--- src/rtl/uart_tx_fifo_if.sv ---
`default_nettype none
// ============================================================================
// Module     : uart_tx_fifo_if
// Description: Core-side bus of the UART transmitter: write strobe, data byte,
//              flow-control status and the serial line.
// Revision   : 1.0 - initial release
// ============================================================================
interface uart_tx_fifo_if;
    logic       i_wr;
    logic [7:0] i_data;
    logic       o_full;
    logic       o_busy;
    logic       o_uart_tx;

    modport master (
        output i_wr,
        output i_data,
        input  o_full,
        input  o_busy,
        input  o_uart_tx
    );

    modport slave (
        input  i_wr,
        input  i_data,
        output o_full,
        output o_busy,
        output o_uart_tx
    );
endinterface
`default_nettype wire

--- src/rtl/uart_tx_fifo.sv ---
`default_nettype none
// ============================================================================
// Module     : uart_tx_fifo
// Description: Byte FIFO feeding an 8-N-1 / 8-N-2 UART serializer.
// Revision   : 1.0 - initial release
// ============================================================================
module uart_tx_fifo #(
    parameter int G_CLOCK_DIV = 16,
    parameter int G_FIFO_AW   = 4,
    parameter int G_NSTOP     = 1
) (
    input  wire logic      i_clk,
    input  wire logic      i_rst,
    uart_tx_fifo_if.slave  bus
);

    localparam int c_DEPTH    = 2 ** G_FIFO_AW;
    localparam int c_CW       = G_FIFO_AW + 1;
    localparam int c_BAUD_MAX = G_NSTOP * G_CLOCK_DIV;
    localparam int c_BW       = $clog2(c_BAUD_MAX);

    localparam logic [c_BW-1:0] c_BIT_LAST  = c_BW'(G_CLOCK_DIV - 1);
    localparam logic [c_BW-1:0] c_STOP_LAST = c_BW'(c_BAUD_MAX - 1);
    localparam logic [c_CW-1:0] c_FULL_CNT  = c_CW'(c_DEPTH);

    typedef enum logic [1:0] {
        ST_IDLE  = 2'd0,
        ST_START = 2'd1,
        ST_DATA  = 2'd2,
        ST_STOP  = 2'd3
    } state_t;

    state_t                state_q,  state_d;
    logic [c_BW-1:0]       baud_q,   baud_d;
    logic [2:0]            bit_q,    bit_d;
    logic [7:0]            shift_q,  shift_d;
    logic                  tx_q,     tx_d;
    logic [G_FIFO_AW-1:0]  wr_ptr_q, wr_ptr_d;
    logic [G_FIFO_AW-1:0]  rd_ptr_q, rd_ptr_d;
    logic [c_CW-1:0]       count_q,  count_d;
    logic [7:0]            mem_q [c_DEPTH];

    logic w_push;
    logic w_pop;
    logic w_not_empty;

    // Full is judged on the registered count, so a same-cycle pop never frees room for a write.
    assign w_push      = bus.i_wr && (count_q != c_FULL_CNT);
    assign w_not_empty = (count_q != '0);

    always_comb begin
        wr_ptr_d = w_push ? wr_ptr_q + G_FIFO_AW'(1) : wr_ptr_q;
        rd_ptr_d = w_pop  ? rd_ptr_q + G_FIFO_AW'(1) : rd_ptr_q;
        count_d  = count_q;
        case ({w_push, w_pop})
            2'b10:   count_d = count_q + c_CW'(1);
            2'b01:   count_d = count_q - c_CW'(1);
            default: count_d = count_q;
        endcase
    end

    always_comb begin
        state_d = state_q;
        baud_d  = baud_q;
        bit_d   = bit_q;
        shift_d = shift_q;
        tx_d    = tx_q;
        w_pop   = 1'b0;
        case (state_q)
            ST_IDLE: begin
                tx_d = 1'b1;
                if (w_not_empty) begin
                    w_pop   = 1'b1;
                    shift_d = mem_q[rd_ptr_q];
                    baud_d  = c_BIT_LAST;
                    state_d = ST_START;
                    tx_d    = 1'b0;
                end
            end
            ST_START: begin
                if (baud_q == '0) begin
                    state_d = ST_DATA;
                    bit_d   = 3'd0;
                    baud_d  = c_BIT_LAST;
                    tx_d    = shift_q[0];
                end else begin
                    baud_d = baud_q - c_BW'(1);
                end
            end
            ST_DATA: begin
                if (baud_q == '0) begin
                    if (bit_q == 3'd7) begin
                        state_d = ST_STOP;
                        baud_d  = c_STOP_LAST;
                        tx_d    = 1'b1;
                    end else begin
                        shift_d = {1'b0, shift_q[7:1]};
                        bit_d   = bit_q + 3'd1;
                        baud_d  = c_BIT_LAST;
                        tx_d    = shift_q[1];
                    end
                end else begin
                    baud_d = baud_q - c_BW'(1);
                end
            end
            ST_STOP: begin
                if (baud_q == '0) begin
                    // Chain straight into the next start bit so back-to-back frames have no gap.
                    if (w_not_empty) begin
                        w_pop   = 1'b1;
                        shift_d = mem_q[rd_ptr_q];
                        baud_d  = c_BIT_LAST;
                        state_d = ST_START;
                        tx_d    = 1'b0;
                    end else begin
                        state_d = ST_IDLE;
                        tx_d    = 1'b1;
                    end
                end else begin
                    baud_d = baud_q - c_BW'(1);
                end
            end
            default: begin
                state_d = ST_IDLE;
                tx_d    = 1'b1;
            end
        endcase
    end

    always_ff @(posedge i_clk or posedge i_rst) begin
        if (i_rst) begin
            state_q  <= ST_IDLE;
            baud_q   <= '0;
            bit_q    <= '0;
            shift_q  <= '0;
            tx_q     <= 1'b1;
            wr_ptr_q <= '0;
            rd_ptr_q <= '0;
            count_q  <= '0;
        end else begin
            state_q  <= state_d;
            baud_q   <= baud_d;
            bit_q    <= bit_d;
            shift_q  <= shift_d;
            tx_q     <= tx_d;
            wr_ptr_q <= wr_ptr_d;
            rd_ptr_q <= rd_ptr_d;
            count_q  <= count_d;
        end
    end

    always_ff @(posedge i_clk) begin
        if (w_push) begin
            mem_q[wr_ptr_q] <= bus.i_data;
        end
    end

    assign bus.o_uart_tx = tx_q;
    assign bus.o_full    = (count_q == c_FULL_CNT);
    assign bus.o_busy    = w_not_empty || (state_q != ST_IDLE);

endmodule
`default_nettype wire

--- src/flat_wrapper.sv ---
// flat-port wrapper written by rule: the top's interface ports become plain ports
module uart_tx_fifo_flat 
#(
    parameter int G_CLOCK_DIV = 16,
    parameter int G_FIFO_AW   = 4,
    parameter int G_NSTOP     = 1
)
  (i_clk, i_rst, bus_i_wr, bus_i_data, bus_o_full, bus_o_busy, bus_o_uart_tx);
  uart_tx_fifo_if bus_i ();
  input  wire logic i_clk;
  input  wire logic i_rst;
  input wire logic [$bits(bus_i.i_wr)-1:0] bus_i_wr;
  input wire logic [$bits(bus_i.i_data)-1:0] bus_i_data;
  output wire logic [$bits(bus_i.o_full)-1:0] bus_o_full;
  output wire logic [$bits(bus_i.o_busy)-1:0] bus_o_busy;
  output wire logic [$bits(bus_i.o_uart_tx)-1:0] bus_o_uart_tx;
  assign bus_i.i_wr = bus_i_wr;
  assign bus_i.i_data = bus_i_data;
  assign bus_o_full = bus_i.o_full;
  assign bus_o_busy = bus_i.o_busy;
  assign bus_o_uart_tx = bus_i.o_uart_tx;
  uart_tx_fifo #(.G_CLOCK_DIV(G_CLOCK_DIV), .G_FIFO_AW(G_FIFO_AW), .G_NSTOP(G_NSTOP)) u_core (.i_clk(i_clk), .i_rst(i_rst), .bus(bus_i));
endmodule
--- config.mk ---
export PLATFORM = sky130hd
export DESIGN_NAME = uart_tx_fifo_flat
export DESIGN_NICKNAME = d
export VERILOG_FILES = /design/src/rtl/uart_tx_fifo_if.sv /design/src/rtl/uart_tx_fifo.sv /design/src/flat_wrapper.sv
export SDC_FILE = /design/constraint.sdc
export NUM_CORES = 1
export LEC_CHECK = 0
export ABC_AREA = 1
export BUFFER_PORTS_ARGS = -buffer_cell sky130_fd_sc_hd__buf_2
export CAP_MARGIN = 25
export CELL_PAD_IN_SITES_DETAIL_PLACEMENT = 1
export CELL_PAD_IN_SITES_GLOBAL_PLACEMENT = 1
export CORE_ASPECT_RATIO = 0.6
export CORE_MARGIN = 10
export CORE_UTILIZATION = 35
export DETAILED_ROUTE_END_ITERATION = 12
export PLACE_DENSITY = 0.56
export SYNTH_ARGS = -nofsm -noshare
export SYNTH_HDL_FRONTEND = slang
export SYNTH_SLANG_ARGS = --single-unit
export TNS_END_PERCENT = 10
--- constraint.sdc ---
create_clock -name i_clk -period 2.7 [get_ports i_clk]
set_input_delay 0.54 -clock i_clk [delete_from_list [all_inputs] [get_ports i_clk]]
set_output_delay 0.54 -clock i_clk [all_outputs]
set_load 0.02 [all_outputs]
; ---- After elaboration in Yosys (flattened, before gate mapping)
; Memories as Yosys holds them, arrays and structs flattened.
; Index checks and enable logic that the tools add are counted.
[classes]
addsub = 6
eq_ne = 14
mux = 32
reduce_logical = 14
[op_table]
columns = cell, n
row1 = $mux W8, 4
row2 = $pmux W8 S3, 1
row3 = $mux W4, 3
row4 = $pmux W4 S3, 1
row5 = $mux W1, 10
row6 = $mux W2, 5
row7 = $ne A2 B1 Y1 const B, 5
row8 = $pmux W5 S2, 1
row9 = $mux W3, 3
row10 = $add A4 B1 Y4 const B, 2
row11 = $pmux W2 S4, 1
row12 = $reduce_and A4 Y1, 2
row13 = $eq A2 B2 Y1 const B, 3
row14 = $pmux W3 S2, 1
row15 = $reduce_bool A2 Y1, 3
row16 = $add A5 B1 Y5 const B, 1
row17 = $eq A5 B5 Y1 const B, 1
row18 = $ne A5 B5 Y1 const B, 1
row19 = $reduce_and A5 Y1, 1
row20 = $reduce_bool A5 Y1, 1
row21 = $sub A5 B1 Y5 const B, 1
row22 = $eq A2 B1 Y1 const B, 2
row23 = $logic_not A4 Y1, 1
row24 = $pmux W1 S4, 1
row25 = other kinds (11), 11
[word_totals]
ff_bits = 31
ramBits = 128
in_bits = 11
out_inout_bits = 3
mem_count = 1
[memory_table]
columns = memory, words, width, rd, rd_ports_with_merged_regs, write_ports, line_no
row1 = u_core.mem_q, 16, 8, 1, 0, 1, uart_tx_fifo.sv:41  ; logic [7:0] mem_q [c_DEPTH];

; ---- Logic depth before layout (Yosys ltp)
; Gate-level depths: netlist (run 1).
[depth]
ltp_word = 6
ltp_mapped = 13
mapped_depth_nobuf = 13

; ---- Worst setup path before layout (run 1)
; OpenSTA, ideal clock, no wires.
[synth_timing]
path_kind = register to register
startpoint = register u_core.baud_q[0]
endpoint = register u_core.count_q[4]
setup_time_ns = 0.131
arrival_time_ns = 2.233
setup_slack_ns = 0.336
path_stages_with_launch = 14
path_buffers = 0
synth_period_minus_slack_ns = 2.364
cell_sequence = dfrtp_1 inv_1 ha_1 nand2_1 o21bai_1 nand3_1 inv_2 ha_1 fa_1 nand3_1 nand2_1 a21oi_1 o21ai_0 xor2_1
[synth_between]
elab_chain_len = 5
elab_cells_between_ends = 7
classes_between = 2 x eq/ne / 3 x mux / 2 x reduce/logical
[synth_rtl]
columns = element, line_no
row1 = "start, declared", uart_tx_fifo.sv:34  ; logic [c_BW-1:0] baud_q, baud_d;
row2 = "start signal, assigned", uart_tx_fifo.sv:142  ; baud_q <= baud_d;
row3 = $logic_not A4 Y1 (*), uart_tx_fifo.sv:107  ; if (baud_q == '0) begin
row4 = $mux W1 (*), uart_tx_fifo.sv:107
row5 = $pmux W1 S2 (*), uart_tx_fifo.sv:69  ; case (state_q)
row6 = net u_core.w_pop, uart_tx_fifo.sv:44  ; logic w_pop;
row7 = $eq A2 B1 Y1 / $eq A2 B2 Y1 (equally long branches), uart_tx_fifo.sv:55  ; case ({w_push, w_pop})
row8 = $pmux W5 S2 / $reduce_bool A2 Y1 (equally long branches), n/a
row9 = "end signal, assigned", uart_tx_fifo.sv:148  ; count_q <= count_d;
row10 = "end, declared", uart_tx_fifo.sv:40  ; logic [c_CW-1:0] count_q, count_d;
; The timed path passes the listed nets; every way through them passes the cells marked *.
; A chain may end at the register's enable or synchronous reset.

; ---- Final worst setup path (run 1)
[layout_timing]
startpoint = register u_core.state_q[1]
endpoint = register u_core.count_q[4]
[layout_between]
elab_chain_len = 4
elab_cells_between_ends = 7
classes_between = 3 x eq/ne / 2 x mux / 2 x reduce/logical
[layout_rtl]
columns = element, line_no
row1 = "start, declared", uart_tx_fifo.sv:33  ; state_t state_q, state_d;
row2 = "start signal, assigned", uart_tx_fifo.sv:141  ; state_q <= state_d;
row3 = $eq A2 B2 Y1 / $logic_not A2 Y1 (equally long branches), uart_tx_fifo.sv:69
row4 = $pmux W1 S2 (*), uart_tx_fifo.sv:69
row5 = net u_core.w_pop, uart_tx_fifo.sv:44
row6 = $eq A2 B1 Y1 / $eq A2 B2 Y1 (equally long branches), uart_tx_fifo.sv:55
row7 = $pmux W5 S2 / $reduce_bool A2 Y1 (equally long branches), n/a
; Marked as above.

==> results of run 1 <==
==> final timing paths <==
path,to,slack (ns),from,cells past startpoint
worst min register to register,u_core.shift_q[5]$_DFFE_PP0P_,0.48,u_core.shift_q[5]$_DFFE_PP0P_,2
max in group asynchronous,u_core.bus.o_uart_tx$_DFFE_PP1P_,2.17,i_rst,3
worst max register to register,u_core.count_q[4]$_DFFE_PP0P_,0.22,u_core.state_q[1]$_DFFE_PP0P_,12
worst max-delay path,u_core.count_q[4]$_DFFE_PP0P_,0.22,u_core.state_q[1]$_DFFE_PP0P_,12
min in group i_clk,u_core.shift_q[5]$_DFFE_PP0P_,0.48,u_core.shift_q[5]$_DFFE_PP0P_,2
worst min-delay path,u_core.count_q[2]$_DFFE_PP0P_,0.19,i_rst,3
==> sequential cells by signal, summed over array words and instances, names as in the netlist <==
name                  flops
u_core.mem_q            128
u_core.shift_q            8
u_core.count_q            5
u_core.baud_q             4
u_core.rd_ptr_q           4
u_core.wr_ptr_q           4
u_core.bit_q              3
u_core.state_q            2
u_core.bus.o_uart_tx      1
==> power groups by stage <==
stage / registers, µW / logic, µW / clock network (µW)
4_1_cts: 3030 / 700 / 2130
6_report: 3030 / 691 / 2070
5_1_grt: 3060 / 781 / 2240
3_3_place_gp: 3060 / 663 / 0
3_5_place_dp: 3080 / 696 / 0
2_1_floorplan: 3050 / 394 / 0
==> metal layers <==
metal / up-vias / share of wire [%] / global-route usage, %
met1: 2296 / 50 / 20.9
met4: 0 / 0.67 / 3.89
li1: 2349 / - / -
met2: 76 / 44 / 22.0
met5: - / 0 / 0
met3: 10 / 6.2 / 3.94
==> cells in the final DEF (no fill, tap or decap), types with 3 or more instances in the layout <==
cell | synthesis | final
nand3b_1 | 3 | 3
nand2_1 | 193 | 193
a21oi_1 | 24 | 24
clkbuf_16 | 0 | 17
clkinv_2 | 1 | 8
ha_1 | 17 | 16
inv_2 | 6 | 7
buf_2 | 18 | 13
nand4_1 | 4 | 4
o211ai_1 | 8 | 8
edfxtp_1 | 128 | 128
o21ai_1 | 6 | 6
nor2_1 | 69 | 69
dfrtp_1 | 30 | 29
o21ai_0 | 30 | 30
nand3_1 | 61 | 61
buf_4 | 2 | 23
clkinv_1 | 1 | 5
xor2_1 | 7 | 7
inv_1 | 57 | 56
clkbuf_1 | 2 | 4
==> kinds of logic (layout without fill, tap and decap cells) <==
kind of cell	Yosys count	after routing	synth area share (%)
buffers and inverters	88	135	5.20
AND/OR/NAND/NOR	338	338	19.9
flip-flops	159	159	65.1
adder cells (fa/ha/maj)	18	18	3.28
AO/OA/AOI/OAI	71	71	5.52
other	0	1	0
XOR/XNOR	8	8	0.987
==> cell type report <==
cell class / instances / area (µm²) / area share (%)
multi-input combinational: 435 / 2120 / 26.2
timing repair buffer: 38 / 278 / 3.43
sequential: 159 / 4620 / 57.1
clock buffer: 21 / 440 / 5.44
antenna: 1 / 2.50 / 0.0309
inverter: 65 / 245 / 3.03
clock inverter: 11 / 50.0 / 0.618
tap: 273 / 342 / 4.22
==> through the flow <==
stage / setup WS (ns) / util (%) / std cells
after floorplan: 0.336 / - / 682
after global placement: 0.177 / 38.0 / 970
after detailed placement: 0.0674 / 38.0 / 970
after CTS: 0.0441 / 40.5 / 1002
after global routing: 0.00815 / 40.5 / 1002
final: 0.218 / 40.6 / 1003
==> critical path, cell delays in order, from the launching register on <==
cell and delay (ns):
dfrtp_1 0.43, inv_1 0.12, ha_1 0.23, o21bai_1 0.16, nand3_1 0.11, inv_2 0.09, ha_4 0.19, fa_1 0.46
nand3_1 0.11, nand2_1 0.07, a21oi_1 0.11, o21ai_0 0.11, xor2_1 0.15
==> summary.log, run 1 <==
qor: status.run_status complete, no violations
qor: clock_network.clkLatencyLatePin 0.43 ns
qor: critical_path.critical_setup_path_class reg2reg
qor: drt.final_antenna_net_count 0
qor: sta.report.final.setup_viol 0
qor: yosys.syn_nets 711
qor: pwr.internal_power 4280 µW
qor: yosys.synth-warning-count 0
qor: sta.final.setup.tns 0 ns
qor: sta.post_route_clock_period_utilization 91.9%
qor: die.io_pins 14
qor: pwr.power_frac_clock 35.8%
qor: flow_run.cap_violations 0
qor: yosys.synth_top_cells_by_count nand2_1, edfxtp_1, nor2_1
qor: yosys.seq_area_frac_synth 65.1%
qor: placement.place.detailed.hpwl 12.4 mm
qor: sta.final_number_of_hold_violating_endpoints 0
qor: global_routing.overflow 0
qor: drt.drcViolationCount 0
qor: clock_network.cts.clk_slew.worst_paths 0.06 ns
qor: yosys.syn_area_per_cell 10.4 µm²
qor: drt.drt_pre_antenna_iters 5
qor: critical_path.crit_path_end_kind flop
qor: drt.drt_first_iter_violations 296
qor: yosys.synth.most_common_cell nand2_1
qor: critical_path.worstPathMaxFanout 6
qor: sta.finalWorstPathRequiredPeriod 2.48 ns
qor: pwr.power.total 5790 µW
qor: pwr.pwr-share-seq 52.3%
qor: drt.vias 4731
qor: pwr.power.ir.vdd_worst 452 µV
qor: global_routing.grt_start_max_net_pins 72
qor: clock_network.holdBufCountCts 0
qor: global_routing.global_route_wire_length_before_repair 29.1 mm
qor: die.core_area 0.0200 mm²
qor: pwr.switchingPower 1510 µW
qor: die.floorplan.rows 40
qor: global_routing.grt_pass1_vias 4964
qor: yosys.syn_area 0.00710 mm²
qor: die.design.die.area 0.0266 mm²
qor: yosys.synth-main-ff-cell edfxtp_1
qor: clock_network.clock_tree.htree_level_count 4
qor: yosys.synth_cells 682
qor: cells_and_area.final_net_count 745
qor: drt.wl 18.6 mm
qor: pwr.combinationalPowerShare 11.9%
qor: die.die_y 130 µm
qor: sta.finClkSkew 0.00590 ns
qor: clock_network.tritoncts_clock_tree done
qor: cells_and_area.area.growth.synth_to_final 14.1%
qor: clock_network.postCtsSetupBuffers 0
qor: yosys.synth_top_cells_by_area edfxtp_1, dfrtp_1, nand2_1
qor: yosys.synth_enable_flop_cells 128
qor: yosys.synth_top_area_share 54.2%
qor: yosys.ys_ff_latch 159
qor: clock_network.clkSinkCount 159
qor: global_routing.grt_antenna_before_repair 0
qor: sta.drv_slew 0
qor: critical_path.cp_data_required_time 3.01 ns
qor: die.chipWidth 204 µm
qor: pwr.power.density_cell_area 715 mW/mm²
qor: sta.max-slew-margin-rel 61.9%
qor: global_routing.groute.usage.overall 14.8%
qor: placement.routabilityCongestion 0.775
qor: clock_network.cts-root-buf clkbuf_16
qor: die.initial_core_utilization 35.5%
qor: drt.vias_per_cell 4.72
qor: placement.placement.io_buffers 13
qor: cells_and_area.fin_area 0.00810 mm²
qor: yosys.yosys.cell_types.count 33
qor: critical_path.crit_path_start_kind flop
qor: clock_network.numCtsBuffers 17
qor: cells_and_area.drive_gt1_share 11.0%
qor: pwr.leakage 0.00332 µW
qor: drt.routed_wire_length_per_instance 18.6 µm
qor: yosys.synth_largest_area_cell edfxtp_1
qor: placement.postPlaceCellArea 0.00759 mm²
qor: clock_network.cts-root-to-sink-buffers 2
qor: clock_network.cts.repair.resized 0
qor: sta.fmax 403 MHz
qor: sta.rsz0062_at_grt no
qor: cells_and_area.n_fill_cell 2213
qor: critical_path.crit_arrival 2.79 ns
qor: yosys.async_flop_share 19.5%
qor: sta.tightest_slew 0.570 ns
qor: min_path.hold_path.class in2async
qor: sta.worst_hold_margin 0.194 ns
qor: pwr.swShare 26.0%
(Power assumes the default switching activity.)
==> inputs of run 2 (changes only) <==
--- a/config.mk
+++ b/config.mk
@@ -13,6 +13,7 @@
 export CORE_ASPECT_RATIO = 0.6
 export CORE_MARGIN = 10
 export CORE_UTILIZATION = 35
+export CTS_BUF_LIST = sky130_fd_sc_hd__clkbuf_4
 export DETAILED_ROUTE_END_ITERATION = 12
 export PLACE_DENSITY = 0.56
 export SYNTH_ARGS = -nofsm -noshare
==> run 2 against run 1 <==
  * Routed wire length is 0.90% lower
  * Combinational power hardly changed
  * Sequential power hardly changed
  * Final area is 3.3% lower
  * Count of clock-buffer cells in the layout stayed put
  * Fmax is 0.40% lower
  * First-iteration DRC count is 4.7% higher
  * Clock power is 43% lower
  * Utilization is 1.3 points lower
  * Sequential cell count stayed put
  * Global-route usage is 0.10 points lower
  * Worst setup slack worse by 0.0099 ns
==> summary.log, run 2 (synthesis gave the netlist of run 1 again) <==
qor: pwr.leakage 0.00321 µW
qor: die.floorplan.rows 40
qor: pwr.power.density_cell_area 625 mW/mm²
qor: clock_network.clkSinkCount 159
qor: sta.report.final.setup_viol 0
qor: flow_run.cap_violations 0
qor: sta.final.setup.tns 0 ns
qor: critical_path.path_common_cell nand3_1
qor: critical_path.cpMaxStageDelayCell fa_1
qor: sta.drv_slew 0
qor: drt.final_antenna_net_count 0
qor: cells_and_area.layout_commonest_cell nand2_1
qor: sta.final_number_of_hold_violating_endpoints 0
qor: critical_path.crit_arrival 2.93 ns
qor: critical_path.crit_path_start_kind flop
qor: cells_and_area.area.growth.synth_to_final 10.3%
qor: die.chipWidth 204 µm
qor: sta.finalWorstPathRequiredPeriod 2.49 ns
qor: drt.drt_pre_antenna_iters 4
qor: cells_and_area.fin_area 0.00783 mm²
qor: sta.tightest_slew 0.593 ns
qor: pwr.power.ir.vdd_worst 317 µV
qor: global_routing.global_route_wire_length_before_repair 29.0 mm
qor: status.run_status complete, no violations
qor: cells_and_area.drive_gt1_share 11.8%
qor: clock_network.tritoncts_clock_tree done
qor: clock_network.clock_tree.htree_level_count 4
qor: cells_and_area.final_net_count 747
qor: critical_path.crit_path_end_kind flop
qor: drt.vias_per_cell 4.72
qor: die.io_pins 14
qor: placement.placement.io_buffers 13
qor: die.core_area 0.0200 mm²
qor: global_routing.overflow 0
qor: clock_network.numCtsBuffers 17
qor: cells_and_area.final_core_utilization 39.2%
qor: placement.postPlaceCellArea 0.00759 mm²
qor: global_routing.grt_antenna_before_repair 0
qor: clock_network.cts-root-to-sink-buffers 2
qor: critical_path.critical_path.max_stage_delay 0.46 ns
qor: cells_and_area.registers.top_by_ff_count u_core.mem_q
qor: sta.max-slew-margin-rel 60.4%
qor: critical_path.worstPathMaxFanout 6
qor: clock_network.clkLatencyLatePin 0.56 ns
qor: global_routing.groute.layer.met1.usage 20.8%
qor: global_routing.globalRoute.busiestLayer met2
qor: global_routing.grt_start_max_net_pins 72
qor: sta.worst_hold_margin 0.0519 ns
qor: cells_and_area.layout_top_registers u_core.mem_q (128), u_core.shift_q (8), u_core.count_q (5)
qor: critical_path.cp_data_required_time 3.14 ns
qor: placement.routabilityCongestion 0.775
qor: drt.drt_first_iter_violations 310
qor: placement.numPlacedInstances 970
qor: sta.finClkSkew 0.0169 ns
qor: critical_path.timing.reg2reg.setup_slack 0.21 ns
qor: global_routing.groute.usage.overall 14.7%
qor: die.initial_core_utilization 35.5%
qor: placement.place.detailed.hpwl 12.4 mm
qor: critical_path.crit_chain inv_1, ha_1, o21bai_1, nand3_1, inv_2, ha_4, fa_1, nand3_1, nand2_1, a21oi_1, o21ai_0, xor2_1
qor: clock_network.cts.clk_slew.worst_paths 0.13 ns
qor: clock_network.cts-root-buf clkbuf_4
qor: die.design.die.area 0.0266 mm²
qor: sta.fmax 401 MHz
qor: cells_and_area.largest_reg_flops 128
qor: min_path.hold_path.class in2async
qor: global_routing.grt_use_met2 21.8%
qor: die.die_y 130 µm
qor: drt.vias 4743
qor: drt.drcViolationCount 0
qor: sta.post_route_clock_period_utilization 92.3%
qor: critical_path.critical_setup_path_class reg2reg
qor: global_routing.grt_pass1_vias 4940
qor: cells_and_area.final_cell_mix nand2_1, edfxtp_1, nor2_1, nand3_1, inv_1
qor: cells_and_area.final-instance-count-excl-fill 1005
qor: drt.routed_wire_length_per_instance 18.4 µm
qor: global_routing.gr-usage-met3 3.94%
qor: drt.wl 18.4 mm
[run 2: layer usage]
| layer | wire [µm] | vias to the layer above | share of wire [%] |
|---|---|---|---|
| met1 | 9190 | 2318 | 50 |
| met2 | 7960 | 61 | 43 |
| li1 | - | 2353 | - |
| met3 | 1150 | 11 | 6.2 |
| met5 | 0 | - | 0 |
| met4 | 144 | 0 | 0.78 |
[run 2: worst paths after layout]
path / startpoint / endpoint / depth (start not counted)
setup / recovery: u_core.state_q[0]$_DFFE_PP0P_ / u_core.count_q[4]$_DFFE_PP0P_ / 12
hold / removal: i_rst / u_core.state_q[0]$_DFFE_PP0P_ / 3
setup reg to reg: u_core.state_q[0]$_DFFE_PP0P_ / u_core.count_q[4]$_DFFE_PP0P_ / 12
hold reg to reg: u_core.bus.o_uart_tx$_DFFE_PP1P_ / u_core.bus.o_uart_tx$_DFFE_PP1P_ / 2
max in group asynchronous: i_rst / u_core.rd_ptr_q[0]$_DFFE_PP0P_ / 3
min in group i_clk: bus_i_wr / u_core.wr_ptr_q[0]$_DFFE_PP0P_ / 3
[run 2: repair_timing]
| action | CTS | global route |
|---|---|---|
| resized for setup | 0 | 3 |
| hold buffers | 0 | 0 |
| buffers inserted | 0 | 2 |
| endpoints found under the setup margin | 0 | 2 |
[run 2: power by group]
group	internal [µW]	switching (µW)	leakage (µW)
registers	2910	109	0.00152
logic	216	472	0.00156
clock network	381	801	0.000130
[run 2: critical path, delay by kind of cell (launching register included)]
kind            cells  cell delay (ns)
xor+xnor            1             0.15
buf+inv             2             0.20
compound gates      3             0.38
fa+ha+maj           3             0.90
flops               1             0.43
simple gates        3             0.29
[run 2: area by class of cell]
cell class	count	area [µm²]
diodes	1	2.50
clock inverters	11	50.0
clock buffers	21	158
fillers	2248	12100
well taps	273	342
multi-input cells	435	2120
repair buffers	40	293
inverters	65	245
flip-flops and latches	159	4620
[run 2: per-stage QoR]
stage,worst slack (ns),power (µW)
2_1_floorplan,0.336,3440
3_3_place_gp,0.177,3730
3_5_place_dp,0.0674,3780
4_1_cts,0.0252,4970
5_1_grt,-0.00467,5190
6_report,0.208,4890
==> inputs of run 3 (changes only) <==
--- a/config.mk
+++ b/config.mk
@@ -12,10 +12,10 @@
 export CELL_PAD_IN_SITES_GLOBAL_PLACEMENT = 1
 export CORE_ASPECT_RATIO = 0.6
 export CORE_MARGIN = 10
-export CORE_UTILIZATION = 35
+export CORE_UTILIZATION = 52
 export CTS_BUF_LIST = sky130_fd_sc_hd__clkbuf_4
 export DETAILED_ROUTE_END_ITERATION = 12
-export PLACE_DENSITY = 0.56
+export PLACE_DENSITY = 0.79
 export SYNTH_ARGS = -nofsm -noshare
 export SYNTH_HDL_FRONTEND = slang
 export SYNTH_SLANG_ARGS = --single-unit
==> run 3 against run 2 <==
  * Sequential power about the same
  * Routed wire length is 1.2% higher
  * Power is 6.1% higher
  * Worst setup slack improved by 0.0071 ns
  * Final area decreased by 0.91%
  * Worst hold slack got worse by 0.0037 ns
  * Global-route usage is 5.6 points higher
==> summary.log, run 3 (synthesis gave the netlist of run 1 again) <==
qor: sta.fmax 403 MHz
qor: sta.report.final.setup_viol 0
qor: cells_and_area.antennaDiodeCount 0
qor: pwr.power.total 5190 µW
qor: die.initial_core_utilization 54.2%
qor: clock_network.cts-root-to-sink-buffers 2
qor: sta.tightest_slew 0.541 ns
qor: pwr.power.ir.vdd_worst 358 µV
qor: flow_run.cap_violations 0
qor: placement.postPlaceCellArea 0.00746 mm²
qor: sta.post_route_clock_period_utilization 92.0%
qor: clock_network.tritoncts_clock_tree done
qor: drt.routed_wire_length_per_instance 20.7 µm
qor: global_routing.grt_start_max_net_pins 55
qor: sta.final.setup.tns 0 ns
qor: drt.drt_pre_antenna_iters 5
qor: critical_path.critical_setup_path_class reg2reg
qor: clock_network.clkLatencyLatePin 0.57 ns
qor: pwr.leakage 0.00321 µW
qor: cells_and_area.final_net_count 746
qor: placement.placement.io_buffers 13
qor: clock_network.postCtsSetupBuffers 0
qor: sta.rsz0062_at_grt no
qor: critical_path.timing.reg2reg.setup_slack 0.22 ns
qor: global_routing.groute.usage.overall 20.3%
qor: critical_path.cp_data_required_time 3.16 ns
qor: cells_and_area.layout_commonest_cell nand2_1
qor: die.floorplan.rows 32
qor: sta.post_route_setup_slack 0.216 ns
qor: global_routing.global_route_wire_length_before_repair 29.5 mm
qor: critical_path.crit_arrival 2.94 ns
qor: sta.max-slew-margin-rel 63.9%
qor: min_path.hold_path.class in2async
qor: cells_and_area.registers.top_by_ff_count u_core.mem_q
qor: clock_network.clock_tree.htree_level_count 4
qor: clock_network.holdBufCountCts 0
qor: clock_network.cts.clk_slew.worst_paths 0.14 ns
qor: critical_path.worstPathMaxFanout 6
qor: cells_and_area.drive_gt1_share 12.3%
qor: die.design.die.area 0.0189 mm²
qor: placement.place.detailed.hpwl 12.4 mm
qor: cells_and_area.fin_area 0.00776 mm²
qor: drt.final_antenna_net_count 0
qor: die.chipWidth 171 µm
qor: clock_network.cts-root-buf clkbuf_4
qor: die.core_area 0.0131 mm²
qor: drt.vias_per_cell 5.63
qor: status.run_status complete, no violations
qor: sta.drv_slew 0
qor: cells_and_area.final_core_utilization 59.3%
qor: drt.drt_first_iter_violations 416
qor: sta.final_number_of_hold_violating_endpoints 0
qor: pwr.power.density_cell_area 669 mW/mm²
qor: cells_and_area.final_cell_mix nand2_1, edfxtp_1, nor2_1, nand3_1, inv_1
qor: sta.finClkSkew 0.0273 ns
qor: drt.vias 5064
qor: placement.routabilityCongestion 0.855
qor: placement.placement.setup.worst_slack 0.0332 ns
qor: clock_network.numCtsBuffers 17
qor: die.io_pins 14
qor: cells_and_area.layout_top_registers u_core.mem_q (128), u_core.shift_q (8), u_core.count_q (5)
qor: drt.wl 18.7 mm
qor: sta.finalWorstPathRequiredPeriod 2.48 ns
qor: cells_and_area.largest_reg_flops 128
qor: drt.drcViolationCount 0
qor: critical_path.crit_path_end_kind flop
qor: clock_network.clkSinkCount 159
qor: global_routing.grt_antenna_before_repair 0
qor: global_routing.overflow 0
qor: cells_and_area.area.growth.synth_to_final 9.34%
qor: critical_path.crit_path_start_kind flop
qor: global_routing.grt_pass1_vias 5394
qor: die.die_y 110 µm
==> run 3: changes by cell type in the layout (fill, tap and decap cells not counted), sizes merged <==
cell | previous run | this run
clkinv | 13 | 6
clkbuf | 21 | 19
bufinv | 0 | 2
buf | 40 | 39
inv | 63 | 66
diode | 1 | 0
clkinvlp | 0 | 4
==> run 3: layer usage <==
layer  track usage (%)  part of all wire (%)  vias to the layer above
li1                  -                     -                     2350
met1              28.1                    47                     2565
met5                 0                     0                        -
met2              31.2                    46                      122
met3              4.19                   5.8                       27
met4              6.25                   1.7                        0
==> run 3: through the flow <==
stage	std cells	hold slack, ns
final	900	0.0482
after global routing	900	0.0549
after CTS	900	0.0344
after detailed placement	868	0.471
after global placement	868	0.465
after floorplan	682	0.449
==> run 3: timing repair <==
item,4_1_cts,5_1_grt
endpoints found under the setup margin,1,2
resized for setup,1,5
pin swaps,0,1
==> run 3: path summary, 6_finish.rpt <==
path | startpoint | cells after the start | end
min in group i_clk | bus_i_data[7] | 1 | u_core.mem_q[5][7]$_DFFE_PP_
max in group asynchronous | i_rst | 3 | u_core.rd_ptr_q[0]$_DFFE_PP0P_
min reg2reg | u_core.bus.o_uart_tx$_DFFE_PP1P_ | 2 | u_core.bus.o_uart_tx$_DFFE_PP1P_
max reg2reg | u_core.state_q[0]$_DFFE_PP0P_ | 12 | u_core.count_q[4]$_DFFE_PP0P_
min | i_rst | 3 | u_core.count_q[1]$_DFFE_PP0P_
max | u_core.state_q[0]$_DFFE_PP0P_ | 12 | u_core.count_q[4]$_DFFE_PP0P_
==> run 3: final cells by class <==
class                      instances  area [µm²]
tap                              170         213
clock buffer                      19         143
fill                            1424        5330
clock inverter                    13         138
timing repair buffer              39         273
inverter                          65         245
sequential                       159        4620
multi-input combinational        435        2130
==> run 3: worst max-delay path, stage by stage, from the launching register on <==
cell and delay (ns):
dfrtp_1 0.44, inv_1 0.14, ha_2 0.30, inv_2 0.10, nand3_1 0.13, inv_2 0.16, ha_4 0.20, ha_1 0.27
a21oi_1 0.17, nand2_1 0.08, a21oi_1 0.12, o21ai_0 0.11, xor2_1 0.15
==> run 3: report_power, final <==
part | internal, µW | switching (µW)
sequential | 2910 | 123
combinational | 219 | 478
clock | 571 | 885
